$ cat src/rtl/alarm_pkg.sv
// Shared widths and FSM encoding for the alarm trigger block.
package alarm_pkg;

  localparam int unsigned HOUR_W = 5;
  localparam int unsigned MIN_W  = 6;
  localparam int unsigned SEC_W  = 6;

  typedef enum logic [1:0] {
    StIdle    = 2'd0,
    StRinging = 2'd1,
    StSnooze  = 2'd2,
    StLockout = 2'd3
  } alarm_state_e;

  function automatic int unsigned max_u(input int unsigned a, input int unsigned b);
    return (a > b) ? a : b;
  endfunction

endpackage

$ cat src/rtl/sec_down_timer.sv
// Seconds down-counter shared by the ring and snooze periods; expire pulses
// on the sec_tick that consumes the last remaining second.
module sec_down_timer #(
  parameter int unsigned Width = 8
) (
  input  logic             clk,
  input  logic             reset,
  input  logic             en,
  input  logic             load,
  input  logic [Width-1:0] load_value,
  input  logic             sec_tick,
  output logic             expire
);

  logic [Width-1:0] count_q, count_d;

  // A load wins over a coincident tick, so the loaded value is used in full.
  always_comb begin
    count_d = count_q;
    if (load) begin
      count_d = load_value;
    end else if (en && sec_tick && (count_q != '0)) begin
      count_d = count_q - Width'(1);
    end
  end

  always_ff @(posedge clk or negedge reset) begin
    if (!reset) begin
      count_q <= '0;
    end else begin
      count_q <= count_d;
    end
  end

  assign expire = en && sec_tick && (count_q == Width'(1));

endmodule

$ cat src/rtl/alarm_trigger.sv
// Alarm ring/snooze/stop controller. Snooze support is built only when the
// ALARM_SNOOZE_EN macro is defined; otherwise snooze is ignored.
module alarm_trigger
  import alarm_pkg::*;
#(
  parameter int unsigned RING_SECS   = 60,
  parameter int unsigned SNOOZE_SECS = 300,
  parameter int unsigned MAX_SNOOZE  = 3,
  localparam int unsigned CNT_W      = $clog2(MAX_SNOOZE + 1)
) (
  input  logic              clk,
  input  logic              reset,
  input  logic              sec_tick,
  input  logic [HOUR_W-1:0] hours,
  input  logic [MIN_W-1:0]  minutes,
  input  logic [SEC_W-1:0]  seconds,
  input  logic [HOUR_W-1:0] alarm_hours,
  input  logic [MIN_W-1:0]  alarm_minutes,
  input  logic              alarm_on,
  input  logic              snooze,
  input  logic              stop,
  output logic              ring,
  output logic              snoozing,
  output logic [CNT_W-1:0]  snooze_count,
  output logic [1:0]        state_o
);

  localparam int unsigned TIMER_W = $clog2(max_u(RING_SECS, SNOOZE_SECS) + 1);

`ifdef ALARM_SNOOZE_EN
  localparam bit SnoozeEn = 1'b1;
`else
  localparam bit SnoozeEn = 1'b0;
`endif

  alarm_state_e       state_q, state_d;
  logic [CNT_W-1:0]   cnt_q, cnt_d;
  logic               ring_q, ring_d;
  logic               snoozing_q, snoozing_d;
  logic               match;
  logic               snooze_req;
  logic               tmr_load;
  logic [TIMER_W-1:0] tmr_value;
  logic               tmr_en;
  logic               expire;

  assign match = alarm_on && (hours == alarm_hours) && (minutes == alarm_minutes)
                 && (seconds == '0);
  assign snooze_req = SnoozeEn && snooze;
  assign tmr_en     = (state_q == StRinging) || (state_q == StSnooze);

  sec_down_timer #(
    .Width(TIMER_W)
  ) u_timer (
    .clk       (clk),
    .reset     (reset),
    .en        (tmr_en),
    .load      (tmr_load),
    .load_value(tmr_value),
    .sec_tick  (sec_tick),
    .expire    (expire)
  );

  always_comb begin
    state_d   = state_q;
    cnt_d     = cnt_q;
    tmr_load  = 1'b0;
    tmr_value = TIMER_W'(RING_SECS);
    // Disarm overrides every other request in every state.
    if (!alarm_on) begin
      state_d = StIdle;
      cnt_d   = '0;
    end else begin
      case (state_q)
        StIdle: begin
          if (match) begin
            state_d  = StRinging;
            tmr_load = 1'b1;
            cnt_d    = '0;
          end
        end
        StRinging: begin
          if (stop) begin
            state_d = StLockout;
          end else if (snooze_req && (cnt_q < CNT_W'(MAX_SNOOZE))) begin
            state_d   = StSnooze;
            tmr_load  = 1'b1;
            tmr_value = TIMER_W'(SNOOZE_SECS);
            cnt_d     = cnt_q + CNT_W'(1);
          end else if (expire) begin
            state_d = StLockout;
          end
        end
        StSnooze: begin
          if (stop) begin
            state_d = StLockout;
          end else if (expire) begin
            state_d  = StRinging;
            tmr_load = 1'b1;
          end
        end
        StLockout: begin
          // Hold until the matching 00 second has passed to avoid re-trigger.
          if (!match) begin
            state_d = StIdle;
          end
        end
        default: state_d = StIdle;
      endcase
    end
  end

  always_comb begin
    ring_d     = (state_d == StRinging);
    snoozing_d = SnoozeEn && (state_d == StSnooze);
  end

  always_ff @(posedge clk or negedge reset) begin
    if (!reset) begin
      state_q    <= StIdle;
      cnt_q      <= '0;
      ring_q     <= 1'b0;
      snoozing_q <= 1'b0;
    end else begin
      state_q    <= state_d;
      cnt_q      <= cnt_d;
      ring_q     <= ring_d;
      snoozing_q <= snoozing_d;
    end
  end

  assign ring         = ring_q;
  assign snoozing     = snoozing_q;
  assign snooze_count = SnoozeEn ? cnt_q : '0;
  assign state_o      = state_q;

endmodule

$ cat config.mk
export PLATFORM = sky130hd
export DESIGN_NAME = alarm_trigger
export DESIGN_NICKNAME = d
export VERILOG_FILES = /design/src/rtl/alarm_pkg.sv /design/src/rtl/sec_down_timer.sv /design/src/rtl/alarm_trigger.sv
export SDC_FILE = /design/constraint.sdc
export NUM_CORES = 1
export LEC_CHECK = 0
export ABC_AREA = 1
export BUFFER_PORTS_ARGS = -buffer_cell sky130_fd_sc_hd__buf_4
export CORE_ASPECT_RATIO = 1.5
export CORE_MARGIN = 2
export CORE_UTILIZATION = 30
export CTS_CLUSTER_SIZE = 14
export DETAILED_ROUTE_END_ITERATION = 10
export GPL_TIMING_DRIVEN = 0
export SETUP_SLACK_MARGIN = 0.02
export SKIP_LAST_GASP = 1
export SYNTH_ARGS = -nofsm -noshare
export SYNTH_HDL_FRONTEND = slang
export SYNTH_HIERARCHICAL = 1
export SYNTH_SLANG_ARGS = --single-unit
export TNS_END_PERCENT = 10
$ cat constraint.sdc
create_clock -name clk -period 4.6 [get_ports clk]
set_clock_uncertainty 0.05 [all_clocks]
set_input_delay 0.92 -clock clk [delete_from_list [all_inputs] [get_ports clk]]
set_output_delay 0.92 -clock clk [all_outputs]
set_load 0.02 [all_outputs]
Word level (Yosys, flattened, before mapping)
Cells that the tools add are included.
- $add $sub $neg: 1
- equality and inequality tests: 7
- multiplexer cells: 15
- reduce and logical (&&, ||, !) cells: 11
- operators by type and width (cell ; number):
    $mux W9 ; 2
    $mux W2 ; 7
    $eq A9 B1 Y1 const B ; 1
    $reduce_bool A9 Y1 ; 1
    $sub A9 B1 Y9 const B ; 1
    $pmux W2 S4 ; 1
    $eq A6 B6 Y1 ; 1
    $logic_and A1 B1 Y1 ; 6
    $logic_not A6 Y1 ; 1
    $eq A5 B5 Y1 ; 1
    $eq A2 B1 Y1 const B ; 2
    $eq A2 B2 Y1 const B ; 2
    $mux W1 ; 4
    $logic_not A2 Y1 ; 1
    $pmux W1 S2 ; 1
    $reduce_bool A2 Y1 ; 1
    $logic_or A1 B1 Y1 ; 1
- register bits: 12
- bits of input ports: 34
- output and inout port bits: 6
- logic and storage cells: 37

Logic depth before layout (Yosys ltp)
- depth in word-level cells: 9
- depth in mapped cells: 14
- mapped depth without buffers: 14

Modules after synthesis
The synthesis kept the hierarchy.
- modules (own cells, without submodules) (module ; times used ; cells an instance ; area an instance (um^2) ; sequential area each (um^2)):
    sec_down_timer ; 1 ; 104 ; 713.2 ; 225.2
    alarm_trigger ; 1 ; 108 ; 581.8 ; 75.1

Worst setup path before layout
Ideal clock, no wire load.
- path type: input to register
- start: input seconds[2]
- end: register u_timer.count_q[5]
- library setup time: 116 ps
- arrival: 2244 ps
- data required time: 4434 ps
- path slack: 2189 ps
- cell stages on the path: 12
- buffers on the path: 0
- path through: nor2_1 > nand2_1 > nor2_1 > nand2_2 > nor2_4 > nand3_1 > a21oi_1 > clkinv_1 > nand2_2 > clkinv_1 > nand2_1 > nand2_1
- cells in the longest elaborated chain, start to end: 6
- elaborated cells between the ends (all ways): 7
- classes of those cells: mux (4); reduce/logical (3)
- ends and longest elaborated chain (element ; line ; RTL):
    start, declared ; alarm_trigger.sv:16 ; input logic [SEC_W-1:0] seconds,
    $logic_not A6 Y1 (*) ; alarm_trigger.sv:48 ; && (seconds == '0);
    $logic_and A1 B1 Y1 (*) ; alarm_trigger.sv:48 ;
    $mux W1 (*) ; alarm_trigger.sv:76 ; if (match) begin
    $pmux W1 S2 (*) ; alarm_trigger.sv:74 ; case (state_q)
    $mux W1 (*) ; alarm_trigger.sv:70 ; if (!alarm_on) begin
    net tmr_load ; alarm_trigger.sv:42 ; logic tmr_load;
    $mux W9 / $reduce_bool A2 Y1 (equally long branches) ; n/a ;
    end signal, assigned ; sec_down_timer.sv:31 ; count_q <= count_d;
    end, declared ; sec_down_timer.sv:15 ; logic [Width-1:0] count_q, count_d;
The timed path passes the listed nets; every way through them passes the cells marked *.
A chain may end at the register's enable or synchronous reset.

Worst setup path in the final report
- start: register state_q[0] (netlist: state_o[0])
- end: register u_timer.count_q[4]
- cells in the longest elaborated chain, start to end: 9
- elaborated cells between the ends (all ways): 13
- classes of those cells: eq/ne (2); mux (5); reduce/logical (6)
- ends and longest elaborated chain (element ; line ; RTL):
    start, declared ; alarm_trigger.sv:36 ; alarm_state_e state_q, state_d;
    start signal, assigned ; alarm_trigger.sv:120 ; state_q <= StIdle;
    start signal, assigned ; alarm_trigger.sv:125 ; state_q <= state_d;
    $eq A2 B1 Y1 / $eq A2 B2 Y1 (equally long branches) ; n/a ;
    $logic_or A1 B1 Y1 (*) ; alarm_trigger.sv:50 ; assign tmr_en = (state_q == StRinging) || (state_q == StSnooze);
    net tmr_en ; alarm_trigger.sv:44 ; logic tmr_en;
    $logic_and A1 B1 Y1 (*) (2 in series) ; sec_down_timer.sv:35 ; assign expire = en && sec_tick && (count_q == Width'(1));
    net expire ; alarm_trigger.sv:45 ; logic expire;
    $mux W1 (*) ; alarm_trigger.sv:97 ; end else if (expire) begin
    $mux W1 (*) ; alarm_trigger.sv:95 ; if (stop) begin
    $pmux W1 S2 (*) ; alarm_trigger.sv:74 ;
    $mux W1 (*) ; alarm_trigger.sv:70 ;
    net tmr_load ; alarm_trigger.sv:42 ;
    $mux W9 / $reduce_bool A2 Y1 (equally long branches) ; n/a ;
Marks and branches as above.

==> results.toml <==
[timing]
fin_tns_setup_ns = 0
period_share_pct = 56.8
fin_crit_ns = 2.61
hold_viol = 0
rsz0062_at_grt = "no"
setup_viol = 0
whs_ns = 0.452
fmax_mhz = 382
slew_violations = 0

[global_route]
antenna_found_initial = 0
overflow = 0
grtUsageTotal_pct = 12.3
grt_max_degree = 13
grt_pass1_vias = 1171
grt_pass1_wl_um = 4670

[route]
vias = 1310
drcViolationCount = 0
vias_per_cell = 4.27
wirelength_um = 2860
wl_per_cell_um = 9.32
drtPass1Iterations = 4
drt_first_iter_violations = 31
antenna_left = 0

[synthesis]
synth.distinct_cells = 27
ys_seq_elements = 12
synthTopCellsByArea = "dfrtp_1 (23%), nand2_1 (21%), inv_1 (10%), ha_1 (6.8%), nor2_1 (5.5%)"
synth_top_cell_area_share_pct = 23.2
ys_warn_count = 6
netlist_instances = 212
avgSynthCellArea_um2 = 6.11
yosysSeqAreaShare_pct = 23.2
syn-cell-area_mm2 = 0.00129
synth.largest_area_cell = "dfrtp_1"

[floorplan]
die_w_um = 57.6
ioPinCount = 40
fp-row-count = 29
core_area_mm2 = 0.00417
initial_core_util_pct = 31.0
die_area_mm2 = 0.00487
die_h_um = 84.5

[critical_path]
critPathMaxFanout = 10
arrival_ns = 2.70
required_ns = 4.68
path_class = "reg2reg"
endpoint_kind = "flip-flop"
startpoint_type = "flip-flop"
reg2reg_slack_ns = 1.99

[layout]
nets = 303
drive_gt1_share_pct = 26.1
area_delta_synth_final_pct = 31.9
n_fill_cell = 469
insertedDiodeCount = 0

[clock_tree]
path_clk_slew_ns = 0.06
numCtsBuffers = 3
cts_setup_buffers = 0
insertion_delay_ns = 0.25
clock_path_buffers = 2
cts.hold.buffers_added = 0
cts_sinks = 12
h-tree-depth = 1
cts_resized = 0
cts_tree = "built"
root_buffer = "clkbuf_8"

[pwr]
vdd_drop_max_mv = 0.314
power.leakage_nw = 0.979
power_density_mw_per_mm2 = 485

[place]
post-dp-hpwl_um = 2370
gp_congestion = 0.779
portBuffers = 35

[worst_hold_path]
hold_path.class = "in2async"

[flow_run]
cap_violations = 0

[status]
status = "finished clean"
==> path summary, 6_finish.rpt <==
path                                           startpoint                             end  depth (start not counted)
max                                  state_o[0]$_DFF_PN0_  u_timer/count_q[4]$_DFFE_PN0P_                         14
min                                                 reset  u_timer/count_q[3]$_DFFE_PN0P_                          1
max reg2reg                          state_o[0]$_DFF_PN0_  u_timer/count_q[4]$_DFFE_PN0P_                         14
min reg2reg                u_timer/count_q[4]$_DFFE_PN0P_  u_timer/count_q[4]$_DFFE_PN0P_                          2
max in group asynchronous                           reset            state_o[0]$_DFF_PN0_                          1
min in group clk           u_timer/count_q[4]$_DFFE_PN0P_  u_timer/count_q[4]$_DFFE_PN0P_                          2
==> cells by family after synthesis <==
group                      count (synthesis)  synth area share, %
adders and majority gates                  7                 6.76
other                                      2                0.580
and+or+nand+nor                          127                 44.4
xor gates and xnor gates                   6                 4.06
DFF                                       12                 23.2
buffers and inverters                     44                 14.2
AOI/OAI and AO/OA                         14                 6.76
==> synthesized netlist by cell type, drive strengths merged <==
cell type	number
nand3	14
clkinv	2
a211oi	1
dfrtp	12
o21bai	1
and3	1
conb	2
nor3	2
xor2	1
nand2	82
a31oi	1
inv	37
clkbuf	1
nand4	1
nor2	27
buf	4
xnor2	5
o21ai	7
a21oi	4
ha	7
==> sequential cells by signal, summed over array words and instances, names as in the netlist <==
name,cells
ring,1
state_o,2
u_timer/count_q,9
==> critical path: stages, from the launching register on <==
cell      delay (ns)
dfrtp_1         0.44
inv_1           0.11
ha_1            0.28
nand2_1         0.08
inv_1           0.08
and3_2          0.20
inv_1           0.05
nor2_1          0.11
nand2_1         0.07
a21oi_1         0.25
clkinv_1        0.31
nand2_2         0.18
clkinv_1        0.14
nand2_1         0.09
nand2_1         0.05
==> per-layer routing <==
metal / GRT usage, % / routed length [um] / share of wire (%) / up-vias
met5: 0 / 0 / 0 / -
met4: 6.34 / 61 / 2.1 / 0
met3: 2.31 / 193 / 6.7 / 5
met2: 24.0 / 1560 / 54 / 29
met1: 11.5 / 1050 / 37 / 559
li1: - / - / - / 717
==> power breakdown <==
part           internal, mW  switching (mW)
logic                 0.208           0.295
registers             0.152          0.0539
clock network        0.0758          0.0429
==> placed cells by master (no fill, tap or decap) <==
cell,synthesis,final
clkbuf_8,0,4
nor2_4,4,4
clkinv_1,2,2
a211oi_1,1,1
xor2_1,1,1
clkbuf_1,1,1
inv_2,1,1
inv_1,36,36
o21ai_0,4,4
dfrtp_1,12,12
o21bai_1,1,1
o21ai_2,3,3
a21oi_1,4,4
nand3_2,1,1
and3_2,1,1
buf_6,1,1
nand2_1,71,71
nand4_1,1,1
nand2_2,11,11
nor2_2,4,4
conb_1,2,12
ha_1,7,7
a31oi_1,1,1
nand3_1,13,13
xnor2_1,5,5
nor2_1,19,19
nor3_1,2,2
buf_4,3,38
==> cell type report <==
type,instances,area (um^2),share of cell area (%)
Tap cell,46,57.6,3.37
Clock buffer,4,55.1,3.22
Inverter,39,146,8.57
Multi-Input combinational cell,166,848,49.7
Buffer,5,37.5,2.20
Sequential cell,12,300,17.6
Timing Repair Buffer,35,263,15.4
==> per-stage QoR <==
step	std cells	total power, mW	cell area [um^2]	setup slack (ns)	utilization [%]
floorplan	222	0.591	1330	2.19	-
global placement	303	0.708	1650	1.73	39.6
detailed placement	303	0.718	1650	1.74	39.6
CTS	307	0.845	1710	1.94	40.9
global route	307	0.910	1710	1.59	40.9
finish	307	0.828	1710	1.99	40.9
(Power assumes the default switching activity.)
